### config.mk
export PLATFORM = sky130hd
export DESIGN_NAME = pad_chain_shifter
export DESIGN_NICKNAME = d
export VERILOG_FILES = /design/src/rtl/pad_chain_pkg.sv /design/src/rtl/pad_chain_tick.sv /design/src/rtl/pad_chain_shifter.sv
export SDC_FILE = /design/constraint.sdc
export NUM_CORES = 2
export LEC_CHECK = 0
export ABC_AREA = 1
export CAP_MARGIN = 20
export CELL_PAD_IN_SITES_DETAIL_PLACEMENT = 0
export CELL_PAD_IN_SITES_GLOBAL_PLACEMENT = 1
export CORE_ASPECT_RATIO = 0.6
export CORE_MARGIN = 2
export CORE_UTILIZATION = 48
export DETAILED_ROUTE_END_ITERATION = 12
export DONT_BUFFER_PORTS = 1
export GPL_TIMING_DRIVEN = 0
export HOLD_SLACK_MARGIN = 0.1
export MAX_ROUTING_LAYER = met4
export PLACE_DENSITY_LB_ADDON = 0.1
export SYNTH_ARGS = -nofsm -noshare
export SYNTH_HDL_FRONTEND = slang
export SYNTH_SLANG_ARGS = --single-unit
### constraint.sdc
create_clock -name HCLK -period 24.4 [get_ports HCLK]
set_input_delay 3.66 -clock HCLK [delete_from_list [all_inputs] [get_ports HCLK]]
set_output_delay 3.66 -clock HCLK [all_outputs]
set_load 0.005 [all_outputs]
### src/rtl/pad_chain_pkg.sv
// Shared types and frame packing for the pad-frame config chain shifter.
package pad_chain_pkg;

  localparam int DEF_NUM_PADS = 32;
  localparam int DEF_CFG_W    = 6;
  localparam int WORD_W       = DEF_CFG_W + 1;
  localparam int FRAME_W      = DEF_NUM_PADS * WORD_W;

  typedef enum logic [2:0] {
    ST_INIT,
    ST_IDLE,
    ST_LOAD,
    ST_SHIFT,
    ST_LATCH,
    ST_DONE
  } state_e;

  // Pad NUM_PADS-1 occupies the top word so it leaves the MSB-first shifter first.
  function automatic logic [FRAME_W-1:0] frame_pack(
    input logic [DEF_NUM_PADS-1:0]                mux,
    input logic [DEF_NUM_PADS-1:0][DEF_CFG_W-1:0] cfg
  );
    logic [FRAME_W-1:0] f;
    for (int p = 0; p < DEF_NUM_PADS; p++) begin
      f[p*WORD_W +: WORD_W] = {mux[p], cfg[p]};
    end
    return f;
  endfunction

endpackage

### src/rtl/pad_chain_tick.sv
// Serial-clock phase counter: splits each bit time into two CLK_DIV-cycle halves.
module pad_chain_tick #(
  parameter int CLK_DIV = 2
) (
  input  logic HCLK,
  input  logic HRESET,
  input  logic en,
  output logic half_tick,
  output logic bit_tick,
  output logic high_half
);

  localparam int PH_W = $clog2(2*CLK_DIV);
  localparam logic [PH_W-1:0] HALF_LAST = PH_W'(CLK_DIV-1);
  localparam logic [PH_W-1:0] BIT_LAST  = PH_W'(2*CLK_DIV-1);

  logic [PH_W-1:0] phase;

  always_ff @(posedge HCLK or posedge HRESET) begin
    if (HRESET) begin
      phase <= '0;
    end else if (!en || phase == BIT_LAST) begin
      phase <= '0;
    end else begin
      phase <= phase + 1'b1;
    end
  end

  assign half_tick = en && (phase == HALF_LAST);
  assign bit_tick  = en && (phase == BIT_LAST);
  assign high_half = en && (phase > HALF_LAST);

endmodule

### src/rtl/pad_chain_shifter.sv
// Pad-frame config chain shifter: snapshots pad mux/cfg on change and shifts one latched frame.
// Optional readback compare of the chain tail is enabled with PAD_CHAIN_READBACK_EN.
module pad_chain_shifter
  import pad_chain_pkg::*;
#(
  parameter int NUM_PADS = DEF_NUM_PADS,
  parameter int CFG_W    = DEF_CFG_W,
  parameter int CLK_DIV  = 2
) (
  input  logic                             HCLK,
  input  logic                             HRESET,
  input  logic [NUM_PADS-1:0][CFG_W-1:0]   pad_cfg_i,
  input  logic [NUM_PADS-1:0]              pad_mux_i,
  input  logic                             force_i,
`ifdef PAD_CHAIN_READBACK_EN
  input  logic                             chain_sdata_i,
  output logic                             err_o,
`endif
  output logic                             chain_sclk_o,
  output logic                             chain_sdata_o,
  output logic                             chain_latch_o,
  output logic                             busy_o,
  output logic                             done_o
);

  localparam int FW   = NUM_PADS * (CFG_W + 1);
  localparam int BC_W = $clog2(FW);

  state_e state, state_nxt;

  logic [NUM_PADS-1:0]            snap_mux, shadow_mux;
  logic [NUM_PADS-1:0][CFG_W-1:0] snap_cfg, shadow_cfg;
  logic [FW-1:0]                  shreg;
  logic [BC_W-1:0]                bitcnt;
  logic                           half_tick, bit_tick, high_half;
  logic                           tick_en, change;

  assign tick_en = (state == ST_SHIFT) || (state == ST_LATCH);
  assign change  = (pad_mux_i != shadow_mux) || (pad_cfg_i != shadow_cfg);

  pad_chain_tick #(.CLK_DIV(CLK_DIV)) u_tick (
    .HCLK      (HCLK),
    .HRESET    (HRESET),
    .en        (tick_en),
    .half_tick (half_tick),
    .bit_tick  (bit_tick),
    .high_half (high_half)
  );

  always_ff @(posedge HCLK or posedge HRESET) begin
    if (HRESET) begin
      state <= ST_INIT;
    end else begin
      state <= state_nxt;
    end
  end

  always_comb begin
    state_nxt = state;
    case (state)
      ST_INIT:  state_nxt = ST_LOAD;
      ST_IDLE:  if (change || force_i) state_nxt = ST_LOAD;
      ST_LOAD:  state_nxt = ST_SHIFT;
      ST_SHIFT: if (bit_tick && bitcnt == '0) state_nxt = ST_LATCH;
      ST_LATCH: if (half_tick) state_nxt = ST_DONE;
      ST_DONE:  state_nxt = ST_IDLE;
      default:  state_nxt = ST_INIT;
    endcase
  end

  always_comb begin
    chain_sclk_o  = 1'b0;
    chain_sdata_o = 1'b0;
    chain_latch_o = 1'b0;
    busy_o        = 1'b1;
    done_o        = 1'b0;
    case (state)
      ST_IDLE:  busy_o = 1'b0;
      ST_SHIFT: begin
        chain_sclk_o  = high_half;
        chain_sdata_o = shreg[FW-1];
      end
      ST_LATCH: chain_latch_o = 1'b1;
      ST_DONE:  done_o = 1'b1;
      default:  ;
    endcase
  end

  // Snapshot is frozen from LOAD to DONE; inputs changing meanwhile wait for the IDLE compare.
  always_ff @(posedge HCLK or posedge HRESET) begin
    if (HRESET) begin
      snap_mux   <= '0;
      snap_cfg   <= '0;
      shadow_mux <= '0;
      shadow_cfg <= '0;
      shreg      <= '0;
      bitcnt     <= '0;
    end else begin
      case (state)
        ST_LOAD: begin
          snap_mux <= pad_mux_i;
          snap_cfg <= pad_cfg_i;
          shreg    <= frame_pack(pad_mux_i, pad_cfg_i);
          bitcnt   <= BC_W'(FW-1);
        end
        ST_SHIFT: begin
          if (bit_tick) begin
            shreg <= {shreg[FW-2:0], 1'b0};
            if (bitcnt != '0) bitcnt <= bitcnt - 1'b1;
          end
        end
        ST_LATCH: begin
          if (half_tick) begin
            shadow_mux <= snap_mux;
            shadow_cfg <= snap_cfg;
          end
        end
        default: ;
      endcase
    end
  end

`ifdef PAD_CHAIN_READBACK_EN
  logic [FW-1:0] capture;
  logic          first_frame;
  logic          err_q;

  // The tail replays the previously applied frame, so the capture is checked against the old shadow.
  always_ff @(posedge HCLK or posedge HRESET) begin
    if (HRESET) begin
      capture     <= '0;
      first_frame <= 1'b1;
      err_q       <= 1'b0;
    end else begin
      if (state == ST_SHIFT && half_tick) begin
        capture <= {capture[FW-2:0], chain_sdata_i};
      end
      if (state == ST_LATCH && half_tick) begin
        if (!first_frame) err_q <= (capture != frame_pack(shadow_mux, shadow_cfg));
        first_frame <= 1'b0;
      end
    end
  end

  assign err_o = err_q;
`endif

endmodule

== After elaboration in Yosys (flattened, before gate mapping) ==
Cells that the tools add are included.
Word-level totals
  register bits after elaboration: 685
  input port bits: 227
  output and inout bits: 5
  word-level logic and storage cells: 119
Operators by class
  add/subtract/negate cells: 2
  magnitude comparators: 1
  equal/unequal tests: 14
  mux-type cells: 15
  reduce and logical (&&, ||, !) cells: 17
Operators by type and width (number)
  $pmux W224 S2: 1
  $mux W224: 1
  $ne A192 B192 Y1: 1
  $ne A32 B32 Y1: 1
  $pmux W3 S6: 1
  $mux W8: 2
  $pmux W8 S2: 1
  $mux W3: 3
  $logic_not A8 Y1: 1
  $reduce_bool A8 Y1: 1
  $sub A8 B1 Y8 const B: 1
  $eq A3 B2 Y1 const B: 2
  $eq A3 B3 Y1 const B: 2
  $ne A2 B2 Y1 const B: 3
  $reduce_and A3 Y1: 2
  $mux W1: 5
  $logic_and A1 B1 Y1: 4
  $logic_or A1 B1 Y1: 4
  $ne A2 B1 Y1 const B: 2
  $reduce_and A2 Y1: 2
  $eq A3 B1 Y1 const B: 1
  $logic_not A3 Y1: 1
  $add A2 B1 Y2 const B: 1
  $eq A2 B1 Y1 const B: 1
  other kinds (5): 5

== Depth between registers and ports, before layout ==
  depth in word-level cells: 6
  gate-level depth with buffers: 14
  mapped depth without buffers: 14

== Hierarchy ==
A second synthesis with hierarchy kept.
Second synthesis, totals
  cells, all modules: 3916
  area, all modules: 31127.4 sq um
Modules (own cells, without submodules)
  pad_chain_shifter: times used 1, cells an instance 3900, area an instance 31007.2 sq um, seq. area each 17091.4 sq um
  pad_chain_tick: times used 1, cells an instance 16, area an instance 120.1 sq um, seq. area each 50.0 sq um

== Worst setup path before layout ==
Ideal clock, no wire load.
  kind: reg2out
  start: reg state[2]
  end: out chain_sclk_o
  arrival time: 1.306 ns
  data required time: 20.740 ns
  setup slack: 19.434 ns
  cell stages (with the launch flop): 8
  buffers on the path: 2
  path through: dfrtp_1 -> nor2_2 -> inv_2 -> nor2_2 -> buf_2 -> inv_2 -> clkbuf_1 -> nor3_1
Between the ends
  longest elaborated chain between the ends: 4
  elaborated cells on any way between the ends: 5
  classes of those cells: 2 x eq/ne; 1 x mux; 2 x reduce/logical
RTL lines
  from (decl): line pad_chain_shifter.sv:29  | state_e state, state_nxt;
  from (signal assigned): line pad_chain_shifter.sv:54  | state <= state_nxt;
  $eq A3 B2 Y1 or $eq A3 B3 Y1 (tied branches): line pad_chain_shifter.sv:38, pad_chain_shifter.sv:77
  $logic_or A1 B1 Y1: line pad_chain_shifter.sv:38  | assign tick_en = (state == ST_SHIFT) || (state == ST_LATCH);
  $logic_and A1 B1 Y1: line pad_chain_tick.sv:31  | assign high_half = en && (phase > HALF_LAST);
  $mux W1 *: line pad_chain_shifter.sv:77  | case (state)
  to (decl): line pad_chain_shifter.sv:19  | output logic chain_sclk_o,
Mark *: on every way between the ends. The rest lies on a longest branch, timed or not.

== Worst setup path in the final report ==
  start: reg state[0]
  end: out chain_sclk_o
The elaborated chain is that of the path after synthesis.

==> impl_results.html <==
<table>
<tr><th>Metric</th><th>Value</th></tr>
<tr><th colspan="2">Routing</th></tr>
<tr><td>Post-DR wirelength/cell</td><td>19.1 um</td></tr>
<tr><td>Aggregate routed wire length</td><td>92.9 mm</td></tr>
<tr><td>Number of vias per cell</td><td>5.18</td></tr>
<tr><td>Number of vias in the routed layout</td><td>25200</td></tr>
<tr><td>Number of DRC markers after the initial detailed-route iteration</td><td>2490</td></tr>
<tr><td>First-pass DRT Iterations</td><td>5</td></tr>
<tr><td>DRC violations left</td><td>0</td></tr>
<tr><td>DRT antenna net count</td><td>0</td></tr>
<tr><th colspan="2">Floorplanning</th></tr>
<tr><td>Number of top-level design ports</td><td>232</td></tr>
<tr><td>Effective utilization at floorplan</td><td>48.3%</td></tr>
<tr><td>Core Box Area</td><td>64200 sq um</td></tr>
<tr><td>Die height</td><td>201 um</td></tr>
<tr><td>Horiz. Die Dim</td><td>332 um</td></tr>
<tr><td>Area of the die</td><td>66800 sq um</td></tr>
<tr><td>Placement row count</td><td>72</td></tr>
<tr><th colspan="2">Worst setup path</th></tr>
<tr><td>Logic depth of the worst register-to-register path</td><td>9</td></tr>
<tr><td>Startpoint type of the worst setup path</td><td>flip-flop</td></tr>
<tr><td>Reg-to-reg startpoint</td><td>state[1]</td></tr>
<tr><td>Maximum fanout count along the critical path</td><td>10</td></tr>
<tr><td>Required time of the critical path</td><td>20740 ps</td></tr>
<tr><td>Worst Path Class, Setup</td><td>reg2out</td></tr>
<tr><td>CP endpoint kind</td><td>output pin</td></tr>
<tr><td>Reg-to-reg slack, setup</td><td>21900 ps</td></tr>
<tr><td>Worst EP arrival</td><td>3150 ps</td></tr>
<tr><td>Capturing point of the worst reg2reg path</td><td>shadow_cfg[107]</td></tr>
<tr><th colspan="2">Logic synthesis</th></tr>
<tr><td>Number of unique standard cell types used by synthesis</td><td>30</td></tr>
<tr><td>Synth top area share</td><td>55.2%</td></tr>
<tr><td>Largest cells by area after synthesis</td><td>sky130_fd_sc_hd__dfrtp_1 (55%), sky130_fd_sc_hd__nand2_1 (13%), sky130_fd_sc_hd__o21ai_0 (9.8%)</td></tr>
<tr><td>Yosys warning count</td><td>0</td></tr>
<tr><td>Post-synth net total</td><td>4115</td></tr>
<tr><td>Register area share after synthesis</td><td>55.2%</td></tr>
<tr><td>Post-Syn Area per Cell</td><td>8.00 sq um</td></tr>
<tr><td>Largest area contributor in the synthesized netlist</td><td>sky130_fd_sc_hd__dfrtp_1</td></tr>
<tr><td>Area of the mapped netlist</td><td>31100 sq um</td></tr>
<tr><td>Total of flip-flops plus latches after synthesis</td><td>685</td></tr>
<tr><td>Synthesized instance count</td><td>3884</td></tr>
<tr><th colspan="2">Layout</th></tr>
<tr><td>Fraction of layout cells with a size suffix above 1</td><td>6.85%</td></tr>
<tr><td>Post-layout util</td><td>53.9%</td></tr>
<tr><td>Signed area change from the synthesized netlist to the final layout</td><td>11.5%</td></tr>
<tr><td>Final cell area excluding filler cells</td><td>34600 sq um</td></tr>
<tr><td>Antenna fix cells</td><td>0</td></tr>
<tr><td>Fin nets</td><td>4192</td></tr>
<tr><th colspan="2">Clocking</th></tr>
<tr><td>TritonCTS clock tree</td><td>built</td></tr>
<tr><td>Total CTS buffers</td><td>68</td></tr>
<tr><td>Clock insertion delay at the later pin of the skew report</td><td>620 ps</td></tr>
<tr><td>CTS H-Tree Depth</td><td>3</td></tr>
<tr><td>Number of buffers on the longest clock path</td><td>3</td></tr>
<tr><td>TritonCTS Sinks</td><td>685</td></tr>
<tr><td>Root Driver</td><td>sky130_fd_sc_hd__clkbuf_16</td></tr>
<tr><td>Clock input transition at the sequential cells of the worst setup and hold paths</td><td>60 ps</td></tr>
<tr><td>Post-CTS setup buffers</td><td>0</td></tr>
<tr><td>Cts repair resizes</td><td>0</td></tr>
<tr><td>Number of buffers inserted for hold repair after clock tree synthesis</td><td>0</td></tr>
<tr><th colspan="2">Hold path</th></tr>
<tr><td>Hold depth</td><td>2</td></tr>
<tr><td>End point of the most critical hold path</td><td>snap_cfg[94]</td></tr>
<tr><td>Worst min-delay path category</td><td>reg2reg</td></tr>
<tr><td>Launch instance of the worst min-delay path</td><td>snap_cfg[94]</td></tr>
<tr><th colspan="2">STA</th></tr>
<tr><td>Final setup slack of the worst path</td><td>17590 ps</td></tr>
<tr><td>Total negative setup slack</td><td>0 ps</td></tr>
<tr><td>Least-Margin Pin Slew</td><td>1060 ps</td></tr>
<tr><td>Count of final setup violators</td><td>0</td></tr>
<tr><td>RSZ-0062 raised after global routing</td><td>false</td></tr>
<tr><td>Post-route minimum period</td><td>6810 ps</td></tr>
<tr><td>Slew Viols, Final</td><td>0</td></tr>
<tr><td>Final setup skew</td><td>9.74 ps</td></tr>
<tr><td>Relative slew slack</td><td>29.5%</td></tr>
<tr><td>Tcrit/Tclk final</td><td>27.9%</td></tr>
<tr><td>Upper clock frequency limit</td><td>147 MHz</td></tr>
<tr><td>Final Hold Viols</td><td>0</td></tr>
<tr><th colspan="2">Global routing</th></tr>
<tr><td>Remaining global-route overflow</td><td>0</td></tr>
<tr><td>Number of global-route vias before repair</td><td>23900</td></tr>
<tr><td>Pin count of the biggest net entering global routing</td><td>122</td></tr>
<tr><td>Initial antenna violation count</td><td>1</td></tr>
<tr><td>Global-route total usage across every layer</td><td>29.2%</td></tr>
<tr><td>Wire length of the first global-routing pass</td><td>145 mm</td></tr>
<tr><th colspan="2">Flow run</th></tr>
<tr><td>Max cap viols</td><td>0</td></tr>
<tr><th colspan="2">Placed design</th></tr>
<tr><td>Input/output buffers</td><td>0</td></tr>
<tr><td>Detail Placement HPWL</td><td>66.6 mm</td></tr>
<tr><td>Post-Place Cell Area</td><td>32300 sq um</td></tr>
<tr><td>Setup Slack @ Placement</td><td>18290 ps</td></tr>
<tr><td>Final Wtd Congestion</td><td>0.847</td></tr>
<tr><th colspan="2">Outcome</th></tr>
<tr><td>Run status</td><td>completed</td></tr>
<tr><th colspan="2">Pwr</th></tr>
<tr><td>Power Density</td><td>69.4 nW/um^2</td></tr>
<tr><td>P_leak</td><td>0.0166 uW</td></tr>
<tr><td>Largest vdd supply drop</td><td>41.3 uV</td></tr>
</table>
==> where the power goes <==
group	total [uW]	switching [uW]	internal, uW
combinational	104	69.4	34.2
sequential	1190	20.5	1170
clock	1100	457	647
==> flip-flops by register name, indices dropped and copies added (netlist names) <==
register,flops
snap_cfg,192
state,3
bitcnt,8
shreg,224
shadow_mux,32
u_tick.phase,2
shadow_cfg,192
snap_mux,32
==> metrics by stage <==
stage / hold slack, ps / total power (uW) / instances
after global placement: 453 / 1320 / 4735
after CTS: 471 / 2420 / 4863
after global routing: 483 / 2490 / 4863
after floorplan: 436 / 1290 / 3884
final: 463 / 2400 / 4863
after detailed placement: 454 / 1320 / 4742
==> worst max-delay path, cell delays in order, from the launching register on <==
cell and delay (ps):
sky130_fd_sc_hd__dfrtp_1 510, sky130_fd_sc_hd__inv_2 70, sky130_fd_sc_hd__nor2_2 240, sky130_fd_sc_hd__buf_2 410, sky130_fd_sc_hd__inv_2 160, sky130_fd_sc_hd__clkbuf_1 340, sky130_fd_sc_hd__nor3_1 790
==> cell type report <==
cell class / instances / area (sq um)
flip-flops and latches: 685 / 17100
well taps: 851 / 1060
inverters: 407 / 1540
plain buffers: 192 / 912
clock buffers: 105 / 2110
multi-input cells: 2600 / 11500
repair buffers: 7 / 180
clock inverters: 16 / 208
fillers: 6280 / 29600
==> synthesized netlist by cell type <==
cell type / count
sky130_fd_sc_hd__nor2_2: 4
sky130_fd_sc_hd__a31oi_1: 37
sky130_fd_sc_hd__o21bai_1: 1
sky130_fd_sc_hd__a21o_1: 1
sky130_fd_sc_hd__a21oi_4: 1
sky130_fd_sc_hd__buf_2: 84
sky130_fd_sc_hd__nor3_1: 3
sky130_fd_sc_hd__ha_1: 4
sky130_fd_sc_hd__nand3_1: 14
sky130_fd_sc_hd__nand3_2: 1
sky130_fd_sc_hd__nor2_1: 541
sky130_fd_sc_hd__o22ai_1: 3
sky130_fd_sc_hd__buf_4: 23
sky130_fd_sc_hd__xor2_1: 7
sky130_fd_sc_hd__xnor2_1: 23
sky130_fd_sc_hd__nand4_1: 9
sky130_fd_sc_hd__dfrtp_1: 685
sky130_fd_sc_hd__nand2_1: 1098
sky130_fd_sc_hd__inv_1: 402
sky130_fd_sc_hd__clkbuf_1: 74
sky130_fd_sc_hd__a21oi_1: 193
sky130_fd_sc_hd__nand3b_1: 3
sky130_fd_sc_hd__o21ai_0: 609
sky130_fd_sc_hd__a22oi_1: 1
sky130_fd_sc_hd__buf_1: 11
sky130_fd_sc_hd__o21ai_1: 3
sky130_fd_sc_hd__mux2_2: 42
sky130_fd_sc_hd__or2_2: 1
sky130_fd_sc_hd__nor2_4: 1
sky130_fd_sc_hd__inv_2: 5
==> routing by layer <==
layer	vias up	share of wire (%)	GRT usage (%)
li1	12300	-	-
met1	12000	51	45.9
met2	744	40	38.0
met3	114	7.4	6.02
met4	0	2.0	6.72
met5	-	0	-
==> kinds of logic (layout without fill, tap and decap cells) <==
group / Yosys count / in the layout / synth area share [%]
AO/OA/AOI/OAI: 849 / 849 / 13.9
XOR/XNOR: 30 / 30 / 0.846
buffers and inverters: 599 / 727 / 7.86
AND/OR/NAND/NOR: 1675 / 1675 / 20.5
flip-flops: 685 / 685 / 55.2
adder cells (fa/ha/maj): 4 / 4 / 0.161
multiplexers: 42 / 42 / 1.52
==> cells in the final DEF (no fill, tap or decap), drive strengths merged, types with 37 or more instances in the layout <==
cell / instances
mux2: 42
a31oi: 37
a21oi: 194
nor2: 546
nand2: 1098
buf: 125
o21ai: 612
dfrtp: 685
clkbuf: 179
inv: 407
==> how the worst max path moves through the flow <==
stage,from,endpoint,slack (ps),cells after the start
5_1_grt,state[0],chain_sclk_o,17500,6
6_report,state[0],chain_sclk_o,17590,6
2_1_floorplan,HRESET,bitcnt[0],1540,1
3_5_place_dp,state[0],chain_sclk_o,18290,6
3_3_place_gp,HRESET,shadow_cfg[74],-6770,1
4_1_cts,state[0],chain_sclk_o,17630,6
No activity file was read; power rests on OpenSTA's default activity.
